===== config.mk =====
export PLATFORM = sky130hd
export DESIGN_NAME = pattern_scan_unit_flat
export DESIGN_NICKNAME = d
export VERILOG_FILES = /design/src/rtl/pattern_scan_unit_if.sv /design/src/rtl/pattern_scan_unit.sv /design/src/flat_wrapper.sv
export SDC_FILE = /design/constraint.sdc
export NUM_CORES = 1
export LEC_CHECK = 0
export CAP_MARGIN = 25
export CORE_UTILIZATION = 25
export CTS_CLUSTER_SIZE = 24
export DETAILED_ROUTE_END_ITERATION = 10
export PLACE_DENSITY_LB_ADDON = 0.08
export RECOVER_POWER = 25
export SLEW_MARGIN = 20
export SYNTH_ARGS = -nofsm -noshare
export SYNTH_HDL_FRONTEND = slang
export SYNTH_SLANG_ARGS = --single-unit

===== constraint.sdc =====
create_clock -name clk -period 4.8 [get_ports clk]
set_input_delay 1.44 -clock clk [delete_from_list [all_inputs] [get_ports clk]]
set_output_delay 1.44 -clock clk [all_outputs]
set_load 0.02 [all_outputs]

===== src/rtl/pattern_scan_unit_if.sv =====
// Bus bundle for pattern_scan_unit: start/done/busy handshake plus the data-memory
// read/write port the unit drives while it owns the memory.
interface pattern_scan_unit_if #(
   parameter int AW = 8
);
   logic          start;
   logic          done;
   logic          busy;
   logic [AW-1:0] mem_addr;
   logic [7:0]    mem_rdata;
   logic          mem_wen;
   logic [AW-1:0] mem_waddr;
   logic [7:0]    mem_wdata;

   modport master (
      input  start, mem_rdata,
      output done, busy, mem_addr, mem_wen, mem_waddr, mem_wdata
   );

   modport slave (
      output start, mem_rdata,
      input  done, busy, mem_addr, mem_wen, mem_waddr, mem_wdata
   );
endinterface


===== src/rtl/pattern_scan_unit.sv =====
// 5-bit pattern search accelerator: scans NUM_BYTES message bytes, writes in-byte,
// byte-hit and crossing-inclusive counts. Define PSU_SATURATE_EN for saturating counters.
module pattern_scan_unit #(
   parameter int AW        = 8,
   parameter int BASE_ADDR = 0,
   parameter int NUM_BYTES = 32,
   parameter int PAT_ADDR  = 32,
   parameter int RES_ADDR  = 33
) (
   input  logic clk,
   input  logic reset,
   pattern_scan_unit_if.master bus
);
   localparam int IW = $clog2(NUM_BYTES) + 1;

   typedef enum logic [2:0] {
      IDLE     = 3'd0,
      LOAD_PAT = 3'd1,
      SCAN     = 3'd2,
      WR_B     = 3'd3,
      WR_O     = 3'd4,
      WR_S     = 3'd5,
      DONE     = 3'd6
   } state_t;

   state_t        state_q, state_d;
   logic [IW-1:0] idx_q, idx_d;
   logic [4:0]    pat_q, pat_d;
   logic [3:0]    prev_q, prev_d;
   logic [7:0]    ctb_q, ctb_d, cto_q, cto_d, cts_q, cts_d;
   logic [AW-1:0] mem_addr_q, mem_addr_d, mem_waddr_q, mem_waddr_d;
   logic [7:0]    mem_wdata_q, mem_wdata_d;
   logic          mem_wen_q, mem_wen_d, done_q, done_d, busy_q, busy_d;
   logic [7:0]    m_s, x_s;

   // Number of the four 5-bit windows of a byte that equal the pattern.
   function automatic logic [7:0] win_count(input logic [7:0] b, input logic [4:0] p);
      logic [7:0] n;
      n = 8'd0;
      n = n + {7'd0, (b[7:3] == p)};
      n = n + {7'd0, (b[6:2] == p)};
      n = n + {7'd0, (b[5:1] == p)};
      n = n + {7'd0, (b[4:0] == p)};
      return n;
   endfunction

   function automatic logic [7:0] cnt_add(input logic [7:0] a, input logic [7:0] b);
      logic [8:0] s;
      s = {1'b0, a} + {1'b0, b};
`ifdef PSU_SATURATE_EN
      if (s[8]) begin
         return 8'hFF;
      end else begin
         return s[7:0];
      end
`else
      return s[7:0];
`endif
   endfunction

   // State and datapath registers.
   always_ff @(posedge clk or negedge reset) begin
      if (!reset) begin
         state_q     <= IDLE;
         idx_q       <= '0;
         pat_q       <= 5'd0;
         prev_q      <= 4'd0;
         ctb_q       <= 8'd0;
         cto_q       <= 8'd0;
         cts_q       <= 8'd0;
         mem_addr_q  <= '0;
         mem_waddr_q <= '0;
         mem_wdata_q <= 8'd0;
         mem_wen_q   <= 1'b0;
         done_q      <= 1'b0;
         busy_q      <= 1'b0;
      end else begin
         state_q     <= state_d;
         idx_q       <= idx_d;
         pat_q       <= pat_d;
         prev_q      <= prev_d;
         ctb_q       <= ctb_d;
         cto_q       <= cto_d;
         cts_q       <= cts_d;
         mem_addr_q  <= mem_addr_d;
         mem_waddr_q <= mem_waddr_d;
         mem_wdata_q <= mem_wdata_d;
         mem_wen_q   <= mem_wen_d;
         done_q      <= done_d;
         busy_q      <= busy_d;
      end
   end

   // Next state; bus outputs are computed for the state being entered so they register cleanly.
   always_comb begin
      state_d     = state_q;
      idx_d       = idx_q;
      pat_d       = pat_q;
      prev_d      = prev_q;
      ctb_d       = ctb_q;
      cto_d       = cto_q;
      cts_d       = cts_q;
      mem_addr_d  = mem_addr_q;
      mem_waddr_d = mem_waddr_q;
      mem_wdata_d = mem_wdata_q;
      mem_wen_d   = 1'b0;
      m_s         = win_count(bus.mem_rdata, pat_q);
      x_s         = 8'd0;
      case (state_q)
         IDLE, DONE: begin
            if (bus.start) begin
               state_d    = LOAD_PAT;
               ctb_d      = 8'd0;
               cto_d      = 8'd0;
               cts_d      = 8'd0;
               mem_addr_d = AW'(PAT_ADDR);
            end else begin
               state_d = state_q;
            end
         end
         LOAD_PAT: begin
            pat_d      = bus.mem_rdata[7:3];
            idx_d      = '0;
            mem_addr_d = AW'(BASE_ADDR);
            state_d    = SCAN;
         end
         SCAN: begin
            // Byte 0 has no predecessor, so it contributes no crossing windows.
            if (idx_q != '0) begin
               x_s = win_count({prev_q, bus.mem_rdata[7:4]}, pat_q);
            end else begin
               x_s = 8'd0;
            end
            ctb_d  = cnt_add(ctb_q, m_s);
            cto_d  = cnt_add(cto_q, {7'd0, (m_s != 8'd0)});
            cts_d  = cnt_add(cnt_add(cts_q, m_s), x_s);
            prev_d = bus.mem_rdata[3:0];
            if (idx_q == IW'(NUM_BYTES - 1)) begin
               state_d     = WR_B;
               mem_wen_d   = 1'b1;
               mem_waddr_d = AW'(RES_ADDR);
               mem_wdata_d = ctb_d;
            end else begin
               idx_d      = idx_q + IW'(1'b1);
               mem_addr_d = AW'(BASE_ADDR) + AW'(idx_q) + AW'(1'b1);
            end
         end
         WR_B: begin
            state_d     = WR_O;
            mem_wen_d   = 1'b1;
            mem_waddr_d = AW'(RES_ADDR + 1);
            mem_wdata_d = cto_q;
         end
         WR_O: begin
            state_d     = WR_S;
            mem_wen_d   = 1'b1;
            mem_waddr_d = AW'(RES_ADDR + 2);
            mem_wdata_d = cts_q;
         end
         WR_S: begin
            state_d = DONE;
         end
         default: begin
            state_d = IDLE;
         end
      endcase
      done_d = (state_d == DONE);
      busy_d = (state_d != IDLE) && (state_d != DONE);
   end

   assign bus.mem_addr  = mem_addr_q;
   assign bus.mem_wen   = mem_wen_q;
   assign bus.mem_waddr = mem_waddr_q;
   assign bus.mem_wdata = mem_wdata_q;
   assign bus.done      = done_q;
   assign bus.busy      = busy_q;
endmodule

===== src/flat_wrapper.sv =====
// flat-port wrapper written by rule: the top's interface ports become plain ports
module pattern_scan_unit_flat 
#(
   parameter int AW        = 8,
   parameter int BASE_ADDR = 0,
   parameter int NUM_BYTES = 32,
   parameter int PAT_ADDR  = 32,
   parameter int RES_ADDR  = 33
)
  (clk, reset, bus_start, bus_mem_rdata, bus_done, bus_busy, bus_mem_addr, bus_mem_wen, bus_mem_waddr, bus_mem_wdata);
  pattern_scan_unit_if #(.AW(AW)) bus_i ();
  input  logic clk;
  input  logic reset;
  input wire logic [$bits(bus_i.start)-1:0] bus_start;
  input wire logic [$bits(bus_i.mem_rdata)-1:0] bus_mem_rdata;
  output wire logic [$bits(bus_i.done)-1:0] bus_done;
  output wire logic [$bits(bus_i.busy)-1:0] bus_busy;
  output wire logic [$bits(bus_i.mem_addr)-1:0] bus_mem_addr;
  output wire logic [$bits(bus_i.mem_wen)-1:0] bus_mem_wen;
  output wire logic [$bits(bus_i.mem_waddr)-1:0] bus_mem_waddr;
  output wire logic [$bits(bus_i.mem_wdata)-1:0] bus_mem_wdata;
  assign bus_i.start = bus_start;
  assign bus_i.mem_rdata = bus_mem_rdata;
  assign bus_done = bus_i.done;
  assign bus_busy = bus_i.busy;
  assign bus_mem_addr = bus_i.mem_addr;
  assign bus_mem_wen = bus_i.mem_wen;
  assign bus_mem_waddr = bus_i.mem_waddr;
  assign bus_mem_wdata = bus_i.mem_wdata;
  pattern_scan_unit #(.AW(AW), .BASE_ADDR(BASE_ADDR), .NUM_BYTES(NUM_BYTES), .PAT_ADDR(PAT_ADDR), .RES_ADDR(RES_ADDR)) u_core (.clk(clk), .reset(reset), .bus(bus_i));
endmodule

# Yosys cells after proc, flatten, opt, wreduce, memory -nomap -nowiden
# Cells that the tools add are included.
# classes
reduce_logical	15
add_sub_neg	12
mux	20
eq_ne	20
# ops
op	count
8-bit case mux with 3 select lines	3
8-bit two-way mux	7
8-bit case mux with 2 select lines	3
8-bit by 1-bit adder with 8-bit output	5
5-bit equality test	8
8-bit adder	3
3-bit case mux with 6 select lines	1
3-bit equality test, second input constant	4
6-bit case mux with 2 select lines	1
3-bit nonzero test	3
8-bit nonzero test	1
6-bit by 1-bit adder with 7-bit output, second input constant	1
6-bit by 1-bit adder with 6-bit output, second input constant	1
3-bit by 2-bit equality test with 1-bit output, second input constant	2
6-bit by 5-bit equality test with 1-bit output, second input constant	1
3-bit two-way mux	2
6-bit two-way mux	1
2-bit AND reduction	3
6-bit nonzero test	1
1-bit by 1-bit adder with 2-bit output	2
2-bit inequality test, second input constant	2
2-bit nonzero test	2
2-bit OR reduction	2
3-bit by 1-bit equality test with 1-bit output, second input constant	1
other kinds (7)	7
# totals
output_inout_bits	27
register_bits	69

# Logic depth before layout (Yosys ltp)
# logic_depth
ltp_word	8
ltp_mapped	19

# Worst setup path before layout
# No wires, ideal clock.
# synth_timing
path_type	input to register
from	input port bus_mem_rdata[6]
to	register u_core.cts_q[7]
required_time_ns	4.717
t_arrival_ns	4.691
setup_slack_ns	0.027
path_stages	17
cell_sequence	buf_1 xnor2_1 nand3_1 nor3_1 ha_1 fa_1 ha_1 nand2_1 fa_1 inv_1 ha_1 fa_1 a21oi_1 nor2b_1 nand4_1 nand3b_1 o21ai_0
# synth_between
elab_chain_len	8
# synth_rtl
element	line	source
from (decl)	flat_wrapper.sv:15	input wire logic [$bits(bus_i.mem_rdata)-1:0] bus_mem_rdata;
parallel branches: the longest is 6 deep, another holds 8-bit by 1-bit adder with 8-bit output	-	
8-bit adder (*)	pattern_scan_unit.sv:49	s = {1'b0, a} + {1'b0, b};
8-bit case mux with 2 select lines (*)	pattern_scan_unit.sv:109	case (state_q)
to (signal assigned)	pattern_scan_unit.sv:84	cts_q <= cts_d;
to (decl)	pattern_scan_unit.sv:30	logic [7:0] ctb_q, ctb_d, cto_q, cto_d, cts_q, cts_d;
# Mark *: on every way between the ends. The select of a mux whose other input is x is not followed.
# A chain may end at the register's enable or synchronous reset.

# Worst setup path in the final report
# layout_timing
from	input port bus_mem_rdata[5]
to	register u_core.cts_q[5]
# layout_between
elab_chain_len	7
# layout_rtl
element	line
5-bit equality test, on equally long branches	pattern_scan_unit.sv:40, pattern_scan_unit.sv:41, pattern_scan_unit.sv:42
1-bit by 1-bit adder with 2-bit output or 8-bit by 1-bit adder with 8-bit output (tied branches)	pattern_scan_unit.sv:41, pattern_scan_unit.sv:42
8-bit by 1-bit adder with 8-bit output, on equally long branches	pattern_scan_unit.sv:42, pattern_scan_unit.sv:43
8-bit by 1-bit adder with 8-bit output or 8-bit two-way mux (tied branches)	pattern_scan_unit.sv:43, pattern_scan_unit.sv:129
8-bit adder or 8-bit two-way mux (tied branches)	pattern_scan_unit.sv:49, pattern_scan_unit.sv:109
8-bit adder (*)	pattern_scan_unit.sv:49
8-bit case mux with 2 select lines (*)	pattern_scan_unit.sv:109
# Mark *: on every way between the ends. The rest lies on a longest branch, timed or not. The select of a mux whose other input is x is not followed.

==> summary.md <==
| Metric | Value |
|---|---|
| Vias | `3287` |
| Synth Area in Adders | `8.34%` |
| Yosys warning total | `0` |
| Tightest Pin Transition | `between 1 and 1.5 ns` |
| Post-DRT Antenna Nets | `0` |
| Die height | `130 microns` |
| Sequential power share | `between 30% and 40%` |
| Worst setup EP type | `flop` |
| Final core occ | `31.9%` |
| WL/cell | `15.3 microns` |
| Clk_lat worst skew | `0.34 ns` |
| Iter 0 DRT Violations | `159` |
| Final TNS setup | `0 ns` |
| Unrepaired setup endpoints after global routing | `no` |
| Initial Util | `between 20% and 30%` |
| Hold Path Class | `flop to flop` |
| Largest family of logic cells by synthesized area | `simple AND/OR/NAND/NOR gates` |
| Pint | `1.75 mW` |
| Netlist Area Pre-Place | `~4100 sq um` |
| Status | `finished clean` |
| Initial antenna violation count | `0` |
| Via density per instance | `4.62` |
| Fraction of synthesized area in multiplexers | `2.18%` |
| Prevailing post-synth register cell | `dfrtp_1` |
| Worst setup SP type | `input port` |
| Core area | `~16000 sq um` |
| Avg Cell Area, Syn | `9.01 sq um` |
| Max_cap viols | `0` |
| Power Density | `around 590 nW/um^2` |
| Compound-Gate Fraction of Synth Area | `15.1%` |
| Antenna cell count | `0` |
| Synth top area share | `38.6%` |
| Syn Inst Count | `between 400 and 500` |
| WL final | `10900 microns` |
| Critical Path AT | `roughly 4.8 ns` |
| Most common cell in the netlist | `dfrtp_1` |
| Tmin final | `4.57 ns` |
| CTS Buf Count | `9` |
| Final hold vios | `0` |
| CTS clk-pin slew, worst paths | `0.05 ns` |
| Cell taking the most area after synthesis | `dfrtp_1` |
| First-pass GRT wire length | `approximately 18000 microns` |
| Sequential-to-total area share from yosys stat | `38.6%` |
| Dominant cells by area after synthesis | `dfrtp_1 (39%), xnor2_1 (5.6%), xor2_1 (5.6%)` |
| Req. time, crit path | `5.06 ns` |
| DIE WIDTH | `130 microns` |
| Final Wtd Congestion | `0.776` |
| Post-synth cell types | `55` |
| Port Buf Inserts | `31` |
| Reg2Reg Depth | `16` |
| Slew margin rel. | `8.29%` |
| Drt pass-1 iters | `6` |
| Die area | `16800 sq um` |
| Post-Synth XOR/XNOR Area | `11.2%` |
| Cells after DPL | `694` |
| Vias in the first global route | `3298` |
| CTS Sinks | `63` |
| Crit path kind | `input port to flop` |
| Fin worst setup slack | `0.225 ns` |
| Period utilization | `95.3%` |
| H-tree depth | `3` |
| Clk buf depth | `2` |
| Hold depth | `1` |
| Clock Power Share | `24.3%` |
| Number of synthesized flops with an enable pin | `0` |
| Post-synthesis simple-gate area fraction | `between 10% and 20%` |
| Final non-filler cell total | `712` |
| Final max-slew violation count | `0` |
| Fmax | `~220 MHz` |
| Largest net degree at the start of global routing | `30` |
| Yosys reg bits | `63` |
| Gate power share | `43.4%` |
| Crit-path max FO | `4` |
| Net switching power | `1.22 mW` |
| Layout cells sized above 1 | `14.3%` |
| HPWL Detailed | `7640 microns` |
| Synth top cells by count | `dfrtp_1 (63), nand2_1 (57), o21ai_0 (37)` |
| # IOs | `38` |
| DR DRC count | `0` |
| Row cnt | `46` |
| Root buf cell | `clkbuf_16` |
| Worst slack, placed | `-0.590 ns` |
| Worst VDD drop | `0.184 mV` |
| Area grow syn2layout | `24.1%` |
| Cts hold-fix bufs | `0` |
| Clock Skew | `~0.0079 ns` |
| Pleak | `2.22 nW` |
| Grt ovf | `0` |
| Nets | `525` |
| GRT Util Overall | `14.3%` |
| Switch share | `41.0%` |
| Final setup viols | `0` |
| CTS tree | `built` |
| Final Power | `2.97 mW` |
| Post-synthesis async set-or-reset flop share | `100%` |
[final cells by class]
| type | instances | area [sq um] |
|---|---|---|
| clock inverters | 2 | 35.0 |
| repair buffers | 58 | 509 |
| flip-flops and latches | 63 | 1580 |
| fillers | 1708 | 10800 |
| well taps | 216 | 270 |
| multi-input cells | 338 | 2300 |
| inverters | 21 | 78.8 |
| clock buffers | 14 | 294 |
[placed cells by master (no fill, tap or decap), types with 5 or more instances in the layout]
master and instances:
o21ai_0 37, conb_1 6, ha_1 16, nand3b_1 5, nor2_1 26, clkbuf_16 9
a31oi_1 5, a22oi_1 5, dfrtp_1 63, nand3_1 17, a21oi_1 19, inv_1 21
nand2_1 57, nand4_1 7, o22ai_1 8, fa_1 5, xnor2_1 25, clkdlybuf4s50_1 26
buf_4 25, clkbuf_8 5, mux2_2 7, a22o_1 5, nor3_1 8, xor2_1 26
[path summary, 6_finish.rpt]
kind,startpoint,slack (ns),to
worst max-delay path,bus_mem_rdata[5],0.23,u_core.cts_q[5]
worst min-delay path,u_core.bus.mem_waddr[5],0.48,u_core.bus.mem_waddr[5]
max in group asynchronous,reset,1.76,u_core.pat_q[4]
worst max register to register,u_core.pat_q[0],0.93,u_core.cts_q[5]
min in group asynchronous,reset,1.40,u_core.idx_q[5]
worst min register to register,u_core.bus.mem_waddr[5],0.48,u_core.bus.mem_waddr[5]
[registers in the layout, summed over array words and instances, names as in the netlist]
register and cells:
u_core.state_q 3, u_core.cto_q 8, u_core.pat_q 5, u_core.ctb_q 8
u_core.bus.done 1, u_core.bus.mem_addr 7, u_core.prev_q 4, u_core.cts_q 8
u_core.bus.mem_wen 1, u_core.bus.mem_waddr 3, u_core.bus.busy 1, u_core.idx_q 6
u_core.bus.mem_wdata 8
[worst max-delay path, cell delays in order]
cell and delay [ns]:
clkdlybuf4s50_1 0.49, buf_4 0.19, xnor2_1 0.12, nand3_1 0.10
nor3_1 0.08, fa_1 0.42, ha_1 0.28, nand2_1 0.07
fa_1 0.54, inv_1 0.04, ha_1 0.22, fa_2 0.38
a21oi_2 0.15, nor2b_2 0.06, nor2_1 0.08, o21ai_0 0.07
o21ai_0 0.10
[power groups by stage]
stage               clock, mW  sequential (mW)  combinational [mW]
floorplan                   0            0.861               0.962
global placement            0            0.970                1.28
detailed placement          0            0.969                1.28
CTS                     0.738            0.962                1.30
global route            0.766            0.995                1.45
finish                  0.722            0.959                1.29
[through the flow]
| step | hold WS (ns) | instance area [sq um] |
|---|---|---|
| 4_1_cts | 0.482 | 5030 |
| 6_report | 0.480 | 5060 |
| 2_1_floorplan | 0.459 | 4100 |
| 5_1_grt | 0.512 | 5060 |
| 3_5_place_dp | 0.456 | 4680 |
| 3_3_place_gp | 0.461 | 4680 |
[kinds of logic after synthesis]
kind of cell / after synthesis
flops: 63
other cells: 1
simple gates: 150
mux: 8
compound gates: 99
fa+ha+maj: 23
xor+xnor: 52
buf+inv: 57
[what timing repair did]
item | in CTS | in global routing
endpoints found under the setup margin | 4 | 9
resized for setup | 5 | 11
cloned | 0 | 0
endpoints found under the hold margin | 0 | 0
pin swaps | 0 | 6
buffers inserted | 0 | 2
[routing by layer]
layer | up-vias | GRT usage [%] | wire length (microns) | part of all wire, %
met2 | 47 | 22.1 | 4900 | 45
li1 | 1628 | - | - | -
met5 | - | 0 | 0 | 0
met1 | 1599 | 19.2 | 5410 | 50
met3 | 13 | 2.38 | 338 | 3.1
met4 | 0 | 7.18 | 235 | 2.2
(Power assumes the default switching activity.)
